File: config.mk
export PLATFORM = sky130hd
export DESIGN_NAME = serial_add_sub
export DESIGN_NICKNAME = d
export VERILOG_FILES = /design/src/rtl/serial_add_sub.sv
export SDC_FILE = /design/constraint.sdc
export NUM_CORES = 1
export LEC_CHECK = 0
export ABC_AREA = 0
export BUFFER_PORTS_ARGS = -buffer_cell sky130_fd_sc_hd__buf_2
export CORE_MARGIN = 2
export CORE_UTILIZATION = 32
export DETAILED_ROUTE_END_ITERATION = 16
export PLACE_DENSITY_LB_ADDON = 0.12
export SLEW_MARGIN = 20
export SYNTH_ARGS = -nofsm -noshare
export SYNTH_HDL_FRONTEND = slang
export SYNTH_SLANG_ARGS = --single-unit
File: constraint.sdc
create_clock -name clk -period 1.52 [get_ports clk]
set_clock_uncertainty 0.2 [all_clocks]
set_input_delay 0.456 -clock clk [delete_from_list [all_inputs] [get_ports clk]]
set_output_delay 0.456 -clock clk [all_outputs]
set_load 0.05 [all_outputs]
File: src/rtl/serial_add_sub.sv
// serial_add_sub
//   Bit-serial two's-complement adder/subtractor. It uses one full-adder slice
//   and a carry flop. Operands are loaded in parallel, processed LSB-first at one
//   bit per clock, and the result is returned in parallel. A result appears
//   WIDTH+1 cycles after the start is accepted.
//
// Ports
//   clk        rising-edge clock
//   reset      synchronous, active-high reset
//   start      capture a, b, sub (honoured only while busy=0)
//   sub        0: a+b, 1: a-b
//   a, b       WIDTH-bit operands
//   busy       operation in progress (RUN or DONE)
//   done       one-cycle pulse when sum/carry_out/overflow are fresh
//   sum        WIDTH-bit result, held until the next op completes
//   carry_out  carry from the MSB (for sub=1, 1 means no borrow)
//   overflow   signed overflow of the WIDTH-bit result
module serial_add_sub #(
    parameter int WIDTH = 8
) (
    input  logic             clk,
    input  logic             reset,
    input  logic             start,
    input  logic             sub,
    input  logic [WIDTH-1:0] a,
    input  logic [WIDTH-1:0] b,
    output logic             busy,
    output logic             done,
    output logic [WIDTH-1:0] sum,
    output logic             carry_out,
    output logic             overflow
);

    localparam int CNT_W = (WIDTH > 2) ? $clog2(WIDTH) : 1;
    localparam int RES_W = WIDTH - 1;
    localparam logic [CNT_W-1:0] LAST = CNT_W'(WIDTH - 1);

    typedef enum logic [1:0] {IDLE, RUN, DONE} state_t;

    state_t           state, state_nxt;
    logic [WIDTH-1:0] a_sr, b_sr;
    // Holds the low WIDTH-1 result bits. The MSB comes directly from the
    // adder on the last RUN cycle.
    logic [RES_W-1:0] res_sr;
    logic             carry;
    logic [CNT_W-1:0] cnt;

    logic s_bit, c_bit, last;

    // Single full-adder slice
    assign s_bit = a_sr[0] ^ b_sr[0] ^ carry;
    assign c_bit = (a_sr[0] & b_sr[0]) | (a_sr[0] & carry) | (b_sr[0] & carry);
    assign last  = (cnt == LAST);

    // State register
    always_ff @(posedge clk) begin
        if (reset) state <= IDLE;
        else       state <= state_nxt;
    end

    // Next-state logic
    always_comb begin
        state_nxt = state;
        case (state)
            IDLE:    if (start) state_nxt = RUN;
            RUN:     if (last)  state_nxt = DONE;
            DONE:    state_nxt = IDLE;
            default: state_nxt = IDLE;
        endcase
    end

    // Output logic
    always_comb begin
        busy = (state != IDLE);
        done = (state == DONE);
    end

    // Datapath
    always_ff @(posedge clk) begin
        if (reset) begin
            a_sr      <= '0;
            b_sr      <= '0;
            res_sr    <= '0;
            carry     <= 1'b0;
            cnt       <= '0;
            sum       <= '0;
            carry_out <= 1'b0;
            overflow  <= 1'b0;
        end else begin
            case (state)
                IDLE: if (start) begin
                    // Subtraction is a + ~b + 1, so the +1 enters as the initial carry.
                    a_sr  <= a;
                    b_sr  <= sub ? ~b : b;
                    carry <= sub;
                    cnt   <= '0;
                end
                RUN: begin
                    a_sr   <= a_sr >> 1;
                    b_sr   <= b_sr >> 1;
                    carry  <= c_bit;
                    res_sr <= RES_W'({s_bit, res_sr} >> 1);
                    cnt    <= cnt + 1'b1;
                    if (last) begin
                        sum       <= {s_bit, res_sr};
                        carry_out <= c_bit;
                        // Signed overflow when the carries into and out of the MSB differ.
                        overflow  <= carry ^ c_bit;
                    end
                end
                default: ;
            endcase
        end
    end

endmodule

==> flow_summary.ini, run 1 <==
[outcome]
status = finished, violations left
violations = negative setup slack

[yosys]
synth_area_leaders = dfxtp_1, nand2_1, a21oi_1, o221a_2, a22oi_1
ys_ff_latch = 39
synth-edff-count = 0
syn_inst = 203
synth_ff_type = dfxtp_1
synth.top_cell.area_share = 0.428
yosysTopAreaCell = dfxtp_1
yosys.cell_count.top_type = dfxtp_1
ys_types = 36
synth_mux_area_frac = 0.0117
synth_top_family_by_area = compound AO/OA/AOI/OAI gates
async_reset_ff_frac = 0
ys_seq_area_frac = 0.428
netlist_area_um2 = 1820
synth_nets = 226
syn_area_per_cell_um2 = 8.98
yosys.area_share.simple = 0.157
yosys_warnings = 0
synth-adder-area-share = 0.0247
yosys-top-cells-count = dfxtp_1, nand2_1, a21oi_1
synth_xor_area_frac = 0.0432
synth_compound_area_frac = 0.253

[clock_tree]
cts_tree = built
cts.sinks = 39
root_buffer = clkbuf_8
path_clk_slew_ps = 80
clock_latency_ps = 300
hold_buffers = 0
cts_htree_levels = 2
clockBufferDepth = 2
numCtsBuffers = 5

[placed_design]
routabilityCongestion = 0.749
hpwl_um = 2840
dp.cells = 307
dp_slack_ps = -101
port_buffers = 31

[pwr]
power.switching_mw = 0.588
comb_power_share = 0.145
p_seq_frac = 0.475
p_per_area_nw_per_um2 = 894
total_power_mw = 2.31
p_leak_nw = 1.04
max-vdd-ir-drop_uv = 417
p_clk_frac = 0.379
internal_power_mw = 1.72
switching_share = 0.254

[final_layout]
syn2layout_area_growth_pct = 41.8
stdcell_count = 326
fillers = 556
drive_gt1_frac = 0.433
fin_nets = 276
antenna_cells = 0

[critical_path]
rrSetupSlack_ps = -50
cp-end-kind = primary output
path_cells = or2_4 -> buf_8
cpMaxStageDelayCell = dfxtp_4
crit_arrival_ps = 1020
required_ps = 860
critPathKind = reg -> out
critical-path-max-stage-delay_ps = 360
worst_setup_path_start_kind = flip-flop
worstPathMaxFanout = 3

[detailed_routing]
drt_iter0_drc = 93
drt_wl_total_um = 4390
vias = 1553
antenna_left = 0
drc_errors = 0
vias_per_cell = 4.76
post_drt_wl_per_cell_um = 13.5
first_pass_iters = 4

[timing]
rsz0062_at_grt = true
worst_slew_pin_slew_ps = 267
hold_viol_final = 0
relSlewSlack = 0.822
min_period_ps = 1680
setup_viol = 13
period_share = 1.11
fmaxAchievable_mhz = 595
drv_slew = 0
setup_ws_ps = -160

[grt]
grt_max_degree = 19
grt_overflow = 0
track_usage = 0.135
grt_pass1_wl_um = 6640
grt_antenna_before_repair = 0
grt_pass1_vias = 1346

[floorplan]
start_util = 0.331
die_h_um = 79.5
die_w_um = 79.5
dieArea_um2 = 6320
core.rowCount = 27
core_area_um2 = 5510
boundaryPins = 32

[flow_run]
drv_cap = 0

[hold_path]
holdCritPathClass = in -> reg
## final timing paths
kind | from | to | cells after the start
max reg2reg | state[1]$_SDFFE_PP0P_ | a_sr[7]$_SDFFE_PP0P_ | 6
min | b[6] | b_sr[6]$_SDFFE_PP0P_ | 3
min reg2reg | sum[2]$_SDFFE_PP0P_ | sum[2]$_SDFFE_PP0P_ | 2
max | state[1]$_SDFFE_PP0P_ | busy | 2
## registers in the layout (all words and copies together) (netlist names)
register	flops
sum	8
carry	1
cnt	3
state	2
b_sr	8
carry_out	1
res_sr	7
a_sr	8
overflow	1
## power by group through the flow
| stage | combinational, mW | sequential, mW | clock, mW |
|---|---|---|---|
| 4_1_cts | 0.312 | 1.10 | 0.904 |
| 2_1_floorplan | 0.211 | 1.11 | 0 |
| 5_1_grt | 0.371 | 1.10 | 0.950 |
| 3_3_place_gp | 0.305 | 1.12 | 0 |
| 3_5_place_dp | 0.304 | 1.12 | 0 |
| 6_report | 0.336 | 1.10 | 0.877 |
## cell families after synthesis
family / after synthesis
AO/OA/AOI/OAI: 62
XOR/XNOR: 9
adder cells (fa/ha/maj): 3
buffers and inverters: 25
flip-flops: 39
multiplexers: 2
AND/OR/NAND/NOR: 63
## per-stage QoR
step	area, um2	hold slack (ps)	utilization	setup TNS, ps
floorplan	1840	232	-	-137
global placement	2160	243	0.392	-40.8
detailed placement	2160	247	0.392	-396
CTS	2340	226	0.424	-331
global route	2580	230	0.469	-1830
finish	2580	233	0.469	-640
## timing repair
| action | 4_1_cts | 5_1_grt |
|---|---|---|
| endpoints found under the setup margin | 23 | 32 |
| resized for setup | 20 | 34 |
| cloned | 0 | 4 |
| pin swaps | 0 | 7 |
| buffers inserted | 1 | 6 |
## worst max-delay path: cells and delay by family (launching register included)
family | cells | cell delay (ps)
flip-flops | 1 | 360
buffers and inverters | 1 | 150
AND/OR/NAND/NOR | 1 | 230
## metal layers
layer | GRT usage | share of wire | up-vias
li1 | - | - | 808
met1 | 0.184 | 0.50 | 717
met2 | 0.205 | 0.46 | 24
met3 | 0.0385 | 0.030 | 4
met4 | 0.0414 | 0.0091 | 0
met5 | 0 | 0 | -
## layout make-up
| type | instances | area [um2] | share of cell area |
|---|---|---|---|
| clock buffer | 5 | 68.8 | 0.0266 |
| clock inverter | 3 | 43.8 | 0.0169 |
| inverter | 9 | 33.8 | 0.0131 |
| multi-input combinational | 142 | 1040 | 0.403 |
| sequential | 39 | 790 | 0.305 |
| tap | 72 | 90.1 | 0.0348 |
| timing repair buffer | 56 | 517 | 0.200 |
## placed cells by master (no fill, tap or decap), types with 7 or more instances in the layout
| cell | instances |
|---|---|
| buf_6 | 11 |
| a21oi_1 | 20 |
| a21oi_2 | 10 |
| buf_2 | 19 |
| inv_1 | 9 |
| nor2_1 | 18 |
| nand2_1 | 33 |
| a22oi_1 | 9 |
| buf_4 | 17 |
| dfxtp_1 | 34 |
| xnor2_1 | 8 |
| o22ai_1 | 7 |
(Power assumes the default switching activity.)
==> inputs of run 2 (changes only) <==
==> constraint.sdc (replaced) <==
create_clock -name clk -period 1.7 [get_ports clk]
set_clock_uncertainty 0.2 [all_clocks]
set_input_delay 0.085 -clock clk [delete_from_list [all_inputs] [get_ports clk]]
set_output_delay 0.085 -clock clk [all_outputs]
set_load 0.05 [all_outputs]
==> flow_summary.ini, run 2 (synthesis gave the netlist of run 1 again) <==
[outcome]
status = finished clean

[critical_path]
critPathKind = reg -> out
worstPathMaxFanout = 15
cp-end-kind = primary output
critical-path-max-stage-delay_ps = 360
worst_setup_path_start_kind = flip-flop
required_ps = 1410
worstRegToRegCells = 5
crit_arrival_ps = 1330
path_cells = buf_6 -> or2_2 -> buf_2
cpMaxStageDelayCell = dfxtp_1

[placed_design]
hpwl_um = 2480
port_buffers = 31
dpl-instance-area_um2 = 2000
routabilityCongestion = 0.690

[hold_path]
hold_depth = 4
holdCritPathClass = in -> reg

[detailed_routing]
drt_wl_total_um = 3820
drt_iter0_drc = 95
drc_errors = 0
first_pass_iters = 4
vias_per_cell = 4.72
post_drt_wl_per_cell_um = 12.3
antenna_left = 0
vias = 1468

[grt]
grt_overflow = 0
grt_antenna_before_repair = 0
track_usage = 0.128
grt_pass1_vias = 1316
grt_max_degree = 32
grt_pass1_wl_um = 6270

[final_layout]
final_cell_mix = dfxtp_1, nand2_1, buf_2
antenna_cells = 0
design_area_um2 = 2210
fin_nets = 261
fillers = 568
layout_commonest_cell = dfxtp_1
syn2layout_area_growth_pct = 21.1
reg.largest.list = a_sr: 8 flops, b_sr: 8 flops, sum: 8 flops
drive_gt1_frac = 0.276

[clock_tree]
clock_latency_ps = 290
cts_tree = built
path_clk_slew_ps = 70
clockBufferDepth = 2
cts.sinks = 39
root_buffer = clkbuf_8
numCtsBuffers = 5
cts_htree_levels = 2

[pwr]
comb_power_share = 0.128
p_clk_frac = 0.357
p_per_area_nw_per_um2 = 866
p_seq_frac = 0.514
switching_share = 0.245
max-vdd-ir-drop_uv = 368
p_leak_nw = 0.860
power.switching_mw = 0.469
internal_power_mw = 1.44

[floorplan]
boundaryPins = 32
start_util = 0.331
dieArea_um2 = 6320
core_area_um2 = 5510
core.rowCount = 27
die_w_um = 79.5
die_h_um = 79.5

[timing]
relSlewSlack = 0.740
fmaxAchievable_mhz = 617
rsz0062_at_grt = false
setup_viol = 0
timing.setup.tns_ps = 0
min_period_ps = 1620
period_share = 0.953
hold_viol_final = 0
worst_slew_pin_slew_ps = 389
drv_slew = 0

[flow_run]
drv_cap = 0
==> run 2: cell types whose count changed in the layout (fill, tap and decap cells not counted), moves of 4 or more <==
cell / change
buf_4: -17
dfxtp_1: +5
buf_6: -10
dfxtp_2: -4
buf_2: +12
dlygate4sd3_1: +10
==> run 2: path summary, 6_finish.rpt <==
| path | slack, ps | endpoint | startpoint |
|---|---|---|---|
| setup reg to reg | 160 | overflow$_SDFFE_PP0P_ | cnt[0]$_SDFFE_PP0P_ |
| hold / removal | 40 | a_sr[1]$_SDFFE_PP0P_ | a[1] |
| hold reg to reg | 250 | sum[1]$_SDFFE_PP0P_ | sum[1]$_SDFFE_PP0P_ |
| setup / recovery | 80 | busy | state[0]$_SDFFE_PP0P_ |
==> run 2: stage by stage <==
stage / hold slack (ps) / worst slack [ps] / utilization / total power, mW / instances
after CTS: 34.0 / 4.20 / 0.400 / 1.94 / 311
after global routing: 34.0 / 35.4 / 0.401 / 2.01 / 311
after floorplan: 48.4 / 181 / - / 1.18 / 203
final: 38.1 / 80.0 / 0.401 / 1.91 / 311
after global placement: 169 / 77.3 / 0.364 / 1.24 / 293
after detailed placement: 173 / 20.6 / 0.364 / 1.23 / 293
==> run 2: repair_timing <==
item / CTS / global route
endpoints found under the setup margin: 0 / 11
buffers inserted: 0 / 0
resized for setup: 0 / 2
hold endpoints to repair: 9 / 0
hold buffers: 10 / 0
==> run 2: power by group through the flow <==
stage / clock, mW / combinational (mW) / sequential, mW
2_1_floorplan: 0 / 0.186 / 0.995
3_3_place_gp: 0 / 0.231 / 1.01
3_5_place_dp: 0 / 0.231 / 1.00
4_1_cts: 0.707 / 0.248 / 0.983
5_1_grt: 0.752 / 0.273 / 0.989
6_report: 0.683 / 0.246 / 0.984
==> run 2: worst max-delay path, delay by kind of cell (launching register included) <==
family,cells,cell delay (ps)
buffers and inverters,2,390
flip-flops,1,360
AND/OR/NAND/NOR,1,290
==> run 2: cell type report <==
cell class	count	area, um2	area share
multi-input combinational	139	897	0.406
sequential	39	781	0.354
timing repair buffer	44	307	0.139
clock buffer	8	100	0.0453
tap	72	90.1	0.0408
inverter	9	33.8	0.0153
==> run 2: routing by layer <==
layer  up-vias  track usage  part of all wire  wire (um)
met5         -            0                 0          0
met4         0       0.0414             0.011         43
met3         5       0.0385             0.039        149
met2        24        0.192              0.44       1700
met1       672        0.175              0.51       1930
li1        767            -                 -          -
==> inputs of run 3 (changes only) <==
- CTS_CLUSTER_SIZE: not set -> 10
- PLACE_DENSITY_LB_ADDON: 0.12 -> not set
==> flow_summary.ini, run 3 (synthesis gave the netlist of run 1 again) <==
[placed_design]
hpwl_um = 2420
routabilityCongestion = 0.714
port_buffers = 31

[clock_tree]
root_buffer = clkbuf_8
cts.sinks = 39
path_clk_slew_ps = 70
cts_setup_buffers = 0
numCtsBuffers = 5
cts_htree_levels = 2
clock_latency_ps = 280
clockBufferDepth = 2
cts_tree = built

[final_layout]
fin_nets = 263
syn2layout_area_growth_pct = 20.0
regArea_um2 = 781
reg.largest.list = a_sr: 8 flops, b_sr: 8 flops, sum: 8 flops
drive_gt1_frac = 0.278
final_cell_mix = dfxtp_1, nand2_1, buf_2
multi_input_area_um2 = 897
layout_commonest_cell = dfxtp_1
antenna_cells = 0
fillers = 584
post-route-util = 0.397

[timing]
period_share = 0.955
hold_viol_final = 0
fmaxAchievable_mhz = 616
worst_slew_pin_slew_ps = 393
min_period_ps = 1620
timing.setup.tns_ps = 0
rsz0062_at_grt = false
holdWs_ps = 39.5
setup_viol = 0
relSlewSlack = 0.737
drv_slew = 0

[detailed_routing]
met2_length_um = 1630
antenna_left = 0
top_layer = met4
vias = 1494
drc_errors = 0
drt_wl_total_um = 3490
vias_per_cell = 4.77
first_pass_iters = 4
drt_iter0_drc = 78
drt-met1-wl_um = 1620
wl_met3_um = 205
post_drt_wl_per_cell_um = 11.2

[critical_path]
path_buf_inv = 2
cpLargestDelayFamily = buffers and inverters
cpMaxStageDelayCell = dfxtp_1
worstPathMaxFanout = 9
critical-path-max-stage-delay_ps = 360
path_cells = buf_4 -> or2_2 -> buf_2
critPathKind = reg -> out
required_ps = 1410
cp-end-kind = primary output
crit_arrival_ps = 1340
worst_setup_path_start_kind = flip-flop

[floorplan]
boundaryPins = 32
die_w_um = 79.5
die_h_um = 79.5
start_util = 0.331
core.rowCount = 27
dieArea_um2 = 6320
core_area_um2 = 5510

[outcome]
status = finished clean

[hold_path]
holdCritPathClass = in -> reg

[grt]
track_usage = 0.121
grt_max_degree = 28
grt_pass1_wl_um = 6040
grt_pass1_vias = 1348
grt_overflow = 0
grt_antenna_before_repair = 0

[pwr]
p_leak_nw = 0.855
max-vdd-ir-drop_uv = 285
p_per_area_nw_per_um2 = 825

[flow_run]
drv_cap = 0
## run 3: cell types whose count changed in the layout (fill, tap and decap cells not counted)
cell | before | now
buf_6 | 1 | 0
buf_4 | 0 | 4
clkbuf_8 | 7 | 5
clkinv_2 | 0 | 1
clkbuf_1 | 1 | 2
buf_12 | 2 | 1
## run 3: worst paths after layout
check | from | end | slack (ps) | depth (start not counted)
min | a[5] | a_sr[5]$_SDFFE_PP0P_ | 40 | 4
max | state[0]$_SDFFE_PP0P_ | busy | 80 | 3
min reg2reg | sum[6]$_SDFFE_PP0P_ | sum[6]$_SDFFE_PP0P_ | 250 | 2
max reg2reg | cnt[0]$_SDFFE_PP0P_ | overflow$_SDFFE_PP0P_ | 140 | 5
## run 3: routing by layer
layer  vias to the layer above  track usage
li1                        773            -
met4                         0       0.0414
met2                        29        0.191
met3                         6       0.0419
met1                       686        0.153
met5                         -            0
## run 3: cell type report
| cell class | count | share of cell area |
|---|---|---|
| inverter | 9 | 0.0154 |
| multi-input combinational | 139 | 0.410 |
| clock inverter | 1 | 0.00229 |
| tap | 72 | 0.0412 |
| clock buffer | 7 | 0.0349 |
| sequential | 39 | 0.357 |
| timing repair buffer | 46 | 0.140 |
## run 3: repair_timing
item	in CTS	in global routing
hold endpoints to repair	9	0
hold buffers	10	0
gates resized for setup	0	1
setup endpoints to repair	0	10
## run 3: worst min-delay path, cell delays in order
cell and delay [ps]:
buf_2 80, nor2_1 30, a21oi_1 130, o221a_2 180
## run 3: stage by stage
stage,area (um2),setup slack (ps),total power [mW],cells
5_1_grt,2190,10.9,1.90,313
3_5_place_dp,2010,44.7,1.23,295
4_1_cts,2190,1.74,1.83,313
2_1_floorplan,1830,181,1.18,203
3_3_place_gp,2010,88.2,1.23,295
6_report,2190,76.4,1.81,313
## run 3: where the power goes
group	internal, mW	switching, mW
Combinational	0.119	0.123
Sequential	0.953	0.0296
Clock	0.288	0.293
Total	1.36	0.446
